--- src/rtl/jump_control_sequencer.sv ---
// Hardwired fetch/execute control for the jr/jal/nop/halt opcode class.
// Adds memory-ready wait with timeout, retired counter and sticky halt/fault.
module jump_control_sequencer #(
  parameter int DATA_WIDTH   = 32,
  parameter int OPCODE_WIDTH = 5,
  parameter logic [OPCODE_WIDTH-1:0] OP_JR   = 5'b10100,
  parameter logic [OPCODE_WIDTH-1:0] OP_JAL  = 5'b10011,
  parameter logic [OPCODE_WIDTH-1:0] OP_NOP  = 5'b11010,
  parameter logic [OPCODE_WIDTH-1:0] OP_HALT = 5'b11011,
  parameter int WAIT_MAX     = 4,
  parameter int CNT_WIDTH    = 16
) (
  input  logic                  Clock,
  input  logic                  Clear,
  input  logic                  Run,
  input  logic [DATA_WIDTH-1:0] IR,
  input  logic                  Mem_ready,
  output logic                  PCout,
  output logic                  MAR_enable,
  output logic                  IncPC,
  output logic                  ZLowIn,
  output logic                  ZLowout,
  output logic                  PC_enable,
  output logic                  MDR_read,
  output logic                  MDR_enable,
  output logic                  MDRout,
  output logic                  IR_enable,
  output logic                  Gra,
  output logic                  Grb,
  output logic                  R_in,
  output logic                  R_out,
  output logic                  Busy,
  output logic                  Halted,
  output logic                  Fault,
  output logic [CNT_WIDTH-1:0]  Retired
);

  localparam int WW = $clog2(WAIT_MAX + 1);
  localparam logic [WW-1:0] WLAST = WW'(WAIT_MAX - 1);

  typedef enum logic [2:0] {
    S_IDLE,
    S_T0,
    S_T1,
    S_T2,
    S_T3,
    S_T4,
    S_HALT,
    S_FAULT
  } state_t;

  state_t                  state;
  logic [WW-1:0]           wait_cnt;
  logic [CNT_WIDTH-1:0]    retired;
  logic [OPCODE_WIDTH-1:0] opcode;
  logic                    is_jr;
  logic                    is_jal;
  logic                    is_nop;
  logic                    is_halt;
  logic                    instr_end;
  logic                    unused_ir;

  assign opcode  = IR[DATA_WIDTH-1 -: OPCODE_WIDTH];
  assign is_jr   = (opcode == OP_JR);
  assign is_jal  = (opcode == OP_JAL);
  assign is_nop  = (opcode == OP_NOP);
  assign is_halt = (opcode == OP_HALT);

  // Operand fields are routed by the datapath's own select logic.
  assign unused_ir = ^IR[DATA_WIDTH-OPCODE_WIDTH-1:0];

  assign instr_end = ((state == S_T3) && (is_jr || is_nop))
                   || (state == S_T4);

  always_ff @(posedge Clock or negedge Clear) begin
    if (!Clear) begin
      state    <= S_IDLE;
      wait_cnt <= '0;
      retired  <= '0;
    end else begin
      if (instr_end && !(&retired))
        retired <= retired + CNT_WIDTH'(1);
      unique case (state)
        S_IDLE: begin
          if (Run)
            state <= S_T0;
        end
        S_T0: begin
          wait_cnt <= '0;
          state    <= S_T1;
        end
        S_T1: begin
          if (Mem_ready)
            state <= S_T2;
          else if (wait_cnt == WLAST)
            state <= S_FAULT;
          else
            wait_cnt <= wait_cnt + WW'(1);
        end
        S_T2: state <= S_T3;
        S_T3: begin
          unique case (1'b1)
            is_jr, is_nop: state <= Run ? S_T0 : S_IDLE;
            is_jal:        state <= S_T4;
            is_halt:       state <= S_HALT;
            default:       state <= S_FAULT;
          endcase
        end
        S_T4: state <= Run ? S_T0 : S_IDLE;
        S_HALT:  state <= S_HALT;
        S_FAULT: state <= S_FAULT;
        default: state <= S_FAULT;
      endcase
    end
  end

  assign Retired = retired;

  always_comb begin
    PCout      = 1'b0;
    MAR_enable = 1'b0;
    IncPC      = 1'b0;
    ZLowIn     = 1'b0;
    ZLowout    = 1'b0;
    PC_enable  = 1'b0;
    MDR_read   = 1'b0;
    MDR_enable = 1'b0;
    MDRout     = 1'b0;
    IR_enable  = 1'b0;
    Gra        = 1'b0;
    Grb        = 1'b0;
    R_in       = 1'b0;
    R_out      = 1'b0;
    unique case (state)
      S_T0: begin
        PCout      = 1'b1;
        MAR_enable = 1'b1;
        IncPC      = 1'b1;
        ZLowIn     = 1'b1;
      end
      S_T1: begin
        MDR_read   = 1'b1;
        MDR_enable = 1'b1;
        ZLowout    = Mem_ready;
        PC_enable  = Mem_ready;
      end
      S_T2: begin
        MDRout    = 1'b1;
        IR_enable = 1'b1;
      end
      S_T3: begin
        unique case (1'b1)
          is_jr: begin
            Gra       = 1'b1;
            R_out     = 1'b1;
            PC_enable = 1'b1;
          end
          is_jal: begin
            PCout = 1'b1;
            Grb   = 1'b1;
            R_in  = 1'b1;
          end
          default: ;
        endcase
      end
      S_T4: begin
        Gra       = 1'b1;
        R_out     = 1'b1;
        PC_enable = 1'b1;
      end
      default: ;
    endcase
  end

  assign Busy   = !(state inside {S_IDLE, S_HALT, S_FAULT});
  assign Halted = (state == S_HALT);
  assign Fault  = (state == S_FAULT);

endmodule

--- config.mk ---
export PLATFORM = sky130hd
export DESIGN_NAME = jump_control_sequencer
export DESIGN_NICKNAME = d
export VERILOG_FILES = /design/src/rtl/jump_control_sequencer.sv
export SDC_FILE = /design/constraint.sdc
export NUM_CORES = 1
export LEC_CHECK = 0
export ABC_CLOCK_PERIOD_IN_PS = 4500
export BUFFER_PORTS_ARGS = -buffer_cell sky130_fd_sc_hd__buf_2
export CORE_ASPECT_RATIO = 0.6
export CORE_UTILIZATION = 30
export CTS_CLUSTER_SIZE = 30
export DETAILED_ROUTE_END_ITERATION = 12
export PLACE_DENSITY = 0.59
export SLEW_MARGIN = 20
export SYNTH_ARGS = -nofsm -noshare
export SYNTH_HDL_FRONTEND = slang
export SYNTH_SLANG_ARGS = --single-unit
--- constraint.sdc ---
create_clock -name Clock -period 4.5 [get_ports Clock]
set_input_delay 1.125 -clock Clock [delete_from_list [all_inputs] [get_ports Clock]]
set_output_delay 1.125 -clock Clock [all_outputs]
set_load 0.02 [all_outputs]
Word-level counts from Yosys, hierarchy flattened
Index checks and enable logic that the tools add are counted.

word-level totals
  input bits = 36
  flip-flop bits (word level) = 22
  output and inout bits = 33
  logic and storage cells = 53

cells by class
  reductions and logical operators = 13
  muxes and demuxes = 19
  eq/ne operators = 16
  add/subtract/negate cells = 2

operator list
  operator                                             count
  one-hot mux 3 bit (8 select lines)                   1
  equality test 5 bit, second input constant           4
  adder 16 x 1 -> 16 bit, second input constant        1
  AND reduction 16 bit                                 1
  two-way mux 3 bit                                    5
  equality test 3 bit, second input constant           4
  equality test 3 x 2 -> 1 bit, second input constant  3
  one-hot mux 3 bit (3 select lines)                   1
  two-way mux 1 bit                                    8
  != test 2 bit, second input constant                 3
  one-hot mux 3 bit (2 select lines)                   1
  one-hot mux 1 bit (2 select lines)                   2
  adder 3 x 1 -> 3 bit, second input constant          1
  equality test 3 x 1 -> 1 bit, second input constant  1
  zero test 3 bit                                      1
  != test 3 bit, second input constant                 1
  one-hot mux 1 bit (3 select lines)                   1
  AND reduction 3 bit                                  1
  nonzero test 3 bit                                   1
  logical AND 1 bit                                    2
  zero test 1 bit                                      2
  logical OR 1 bit                                     2
  AND reduction 2 bit                                  1
  nonzero test 2 bit                                   1
  OR reduction 2 bit                                   1

Depth between registers and ports, before layout
  depth in word-level cells = 5
  depth in mapped cells = 7
  depth with buffers taken out = 6

Least setup slack after synthesis
No wires, ideal clock.

  path type = input to output
  start point = input IR[31]
  end point = output PC_enable
  stages = 4
  arrival = 2.118 ns
  required time = 3.375 ns
  buffers on the path = 0
  path slack = 1.257 ns
  path through = nor2b_1 a21oi_1 nor2_1 or2_2

between the ends
  longest elaborated chain between the ends = 3

RTL lines
  what                                line  source
  start: declaration                  16    input logic [DATA_WIDTH-1:0] IR,
  equality test 5 bit                 64    assign is_jr = (opcode == OP_JR);
  two-way mux 1 bit                   152   unique case (1'b1)
  one-hot mux 1 bit (3 select lines)  134   unique case (state)
  end: declaration                    23    output logic PC_enable,

Every way passes these cells.

Worst setup path after layout
Ends and elaborated chain as after synthesis.

==> metrics <==
Clock Skews=4.38 ps; top-area cell type share of the netlist area=0.401; Seq/Total Area, Yosys=0.401; antenna violations before repair=0; status=completed; Core Area=4230 um^2; die area=4850 um^2; xor-xnor portion of the synthesized cell area=0.0894; largest area contributor in the netlist=dfrtp_1; min cycle time layout=3310 ps; final worst path period share=0.735; CP cell instances=buf_2, nor2b_1, a21oi_1, nor2_1, or2_2, buf_2; Critical Path RT=3380 ps; HP Class=register to register; unique cell type count in the Yosys netlist=39; vias per cell=4.72; Synth Area per Inst=9.39 um^2; Final Hold Vio Count=0; kind of critical path=primary input to output port; adder-cell share of the synthesized area=0.0274; Synth Register Bits=22; post-CTS sizing=0; RSZ-0062 raised after global routing=false; Critical-path top delay cell=nor2b_1; vias=1,132; PwrDens=323 nW/um^2; Mapped Cells=146; Slew headroom=0.659; top_reg_cell synth=dfrtp_1; largest family of logic cells by synthesized area=simple AND/OR/NAND/NOR gates; Finished Cell Area=1630 um^2; Syn Nets=185; type of origin of the critical path=primary input; critical path arrival=2180 ps; synthesized area=1370 um^2; Area Growth Syn to Fin=18.6%; vias in the first global route=892; CTS tree=built; number of remaining DRC errors=0; Clk pin slew, worst setup/hold paths=80 ps; P_leak=0.853 nW; fin. max-slew vios=0; pin count of the biggest net entering global routing=23; actual slew at the worst max-slew pin=512 ps; final wirelength=2750 um; endpoints failing setup=0; global-route wire length before repair=4230 um; post-route ant nets=0; Worst setup EP type=output port; Synth Area in Compound Gates=0.0858; Setup WS pre-CTS=1200 ps; fmax=302 MHz; top cells by area, synth=dfrtp_1 40%, xor2_1 8.3%, nand3_1 4.0%, buf_4 3.3%, ha_1 2.7%; layout cells sized above 1=0.311; clock insertion delay at the later pin of the skew report=260 ps; CP max FO=5; die height=54.4 um; Core Util, Final=0.384; Initial Util=0.324; Worst path max stage delay=380 ps; IR drop worst, VDD=0.135 mV; Post-synth EDFFs=0; Num CTS Buffers=3; count leader, synth=dfrtp_1; synth cell count leaders=22 x dfrtp_1, 13 x xor2_1, 11 x nand3_1; antenna cells=0; routability cong.=0.731; Max-Cap Viols=0; Initial DRC Count=82; final setup TNS=0 ps; Syn. warnings=0; grt total ovfl=0; I/O pin count=69; num rows=18; Sink Count=22; simple-gate share of the synthesized area=0.293; root buffer cell=clkbuf_8; CP most frequent cell=buf_2; H-tree levels=1; routed len/inst=11.5 um; asr flop ratio synth=1.00; GRT Util Overall=0.117; count of nets after finishing=220; Final WS setup=1190 ps; fraction of synthesized area in multiplexers=0.0310; Max clock buf depth=2; Setup Buffers After CTS=0; DIE WIDTH=89.3 um; hold buffers post-CTS=0; I/O Buffers=41; DP HPWL=2130 um; router iterations before antenna repair=6; Area after DPL=1570 um^2
layout by cell type, fill, tap and decap left out, types with 2 or more instances in the layout:
master     n
a21oi_1    3
and2_2     2
and3_1     4
buf_2     41
clkbuf_8   4
dfrtp_1   22
ha_1       3
inv_1      5
mux2_2     2
mux2i_1    2
nand2_1   10
nand2b_1   4
nand3_1   11
nand4_1    4
nor2_1     9
nor2b_1    3
nor3_1     7
nor4_1     6
o21ai_0    7
or2_2      2
xor2_1    13
final timing paths:
kind                                        startpoint                 endpoint  slack (ps)  cells after the start
worst max-delay path                            IR[31]                PC_enable        1190                      6
worst min-delay path            Retired[8]$_DFFE_PN0P_   Retired[8]$_DFFE_PN0P_         480                      1
worst max register to register  Retired[0]$_DFFE_PN0P_   Retired[1]$_DFFE_PN0P_        2350                      6
worst min register to register  Retired[8]$_DFFE_PN0P_   Retired[8]$_DFFE_PN0P_         480                      1
max in group asynchronous                        Clear   Retired[0]$_DFFE_PN0P_        3360                      1
min in group asynchronous                        Clear  Retired[11]$_DFFE_PN0P_         810                      1
worst max-delay path: cells and delay by family:
family                 cells  cell delay, ps
AOI/OAI and AO/OA          1             120
buffers and inverters      2             270
and+or+nand+nor            3             670
routing by layer:
metal,routed length [um],global-route usage
met1,1480,0.185
met2,1080,0.153
met3,185,0.0377
met4,0,0.0159
met5,0,0
per-stage QoR:
stage / hold WS, ps / cells / power [mW]
floorplan: 466 / 146 / 0.347
global placement: 474 / 236 / 0.394
detailed placement: 477 / 236 / 0.395
CTS: 486 / 240 / 0.533
global route: 515 / 240 / 0.567
finish: 483 / 240 / 0.526
cell type report:
type | instances | area [um^2]
multi-input combinational | 108 | 722
tap | 60 | 75.1
fill | 451 | 2610
clock buffer | 4 | 55.1
inverter | 5 | 18.8
sequential | 22 | 551
timing repair buffer | 41 | 205
flip-flops by register name (all words and copies together) (netlist names):
name	cells
wait_cnt	3
Retired	16
state	3
where the power goes:
group / internal [mW] / total (mW) / switching, mW
sequential: 0.221 / 0.262 / 0.0416
clock: 0.0778 / 0.137 / 0.0588
combinational: 0.0535 / 0.127 / 0.0737
logic make-up (layout without fill, tap and decap cells):
logic type               count (synthesis)  count (layout)
AO/OA/AOI/OAI                           16              16
XOR/XNOR                                14              14
adder cells (fa/ha/maj)                  3               3
buffers and inverters                   16              50
flip-flops                              22              22
multiplexers                             4               4
AND/OR/NAND/NOR                         71              71
Power figures use the tool's default switching activity.
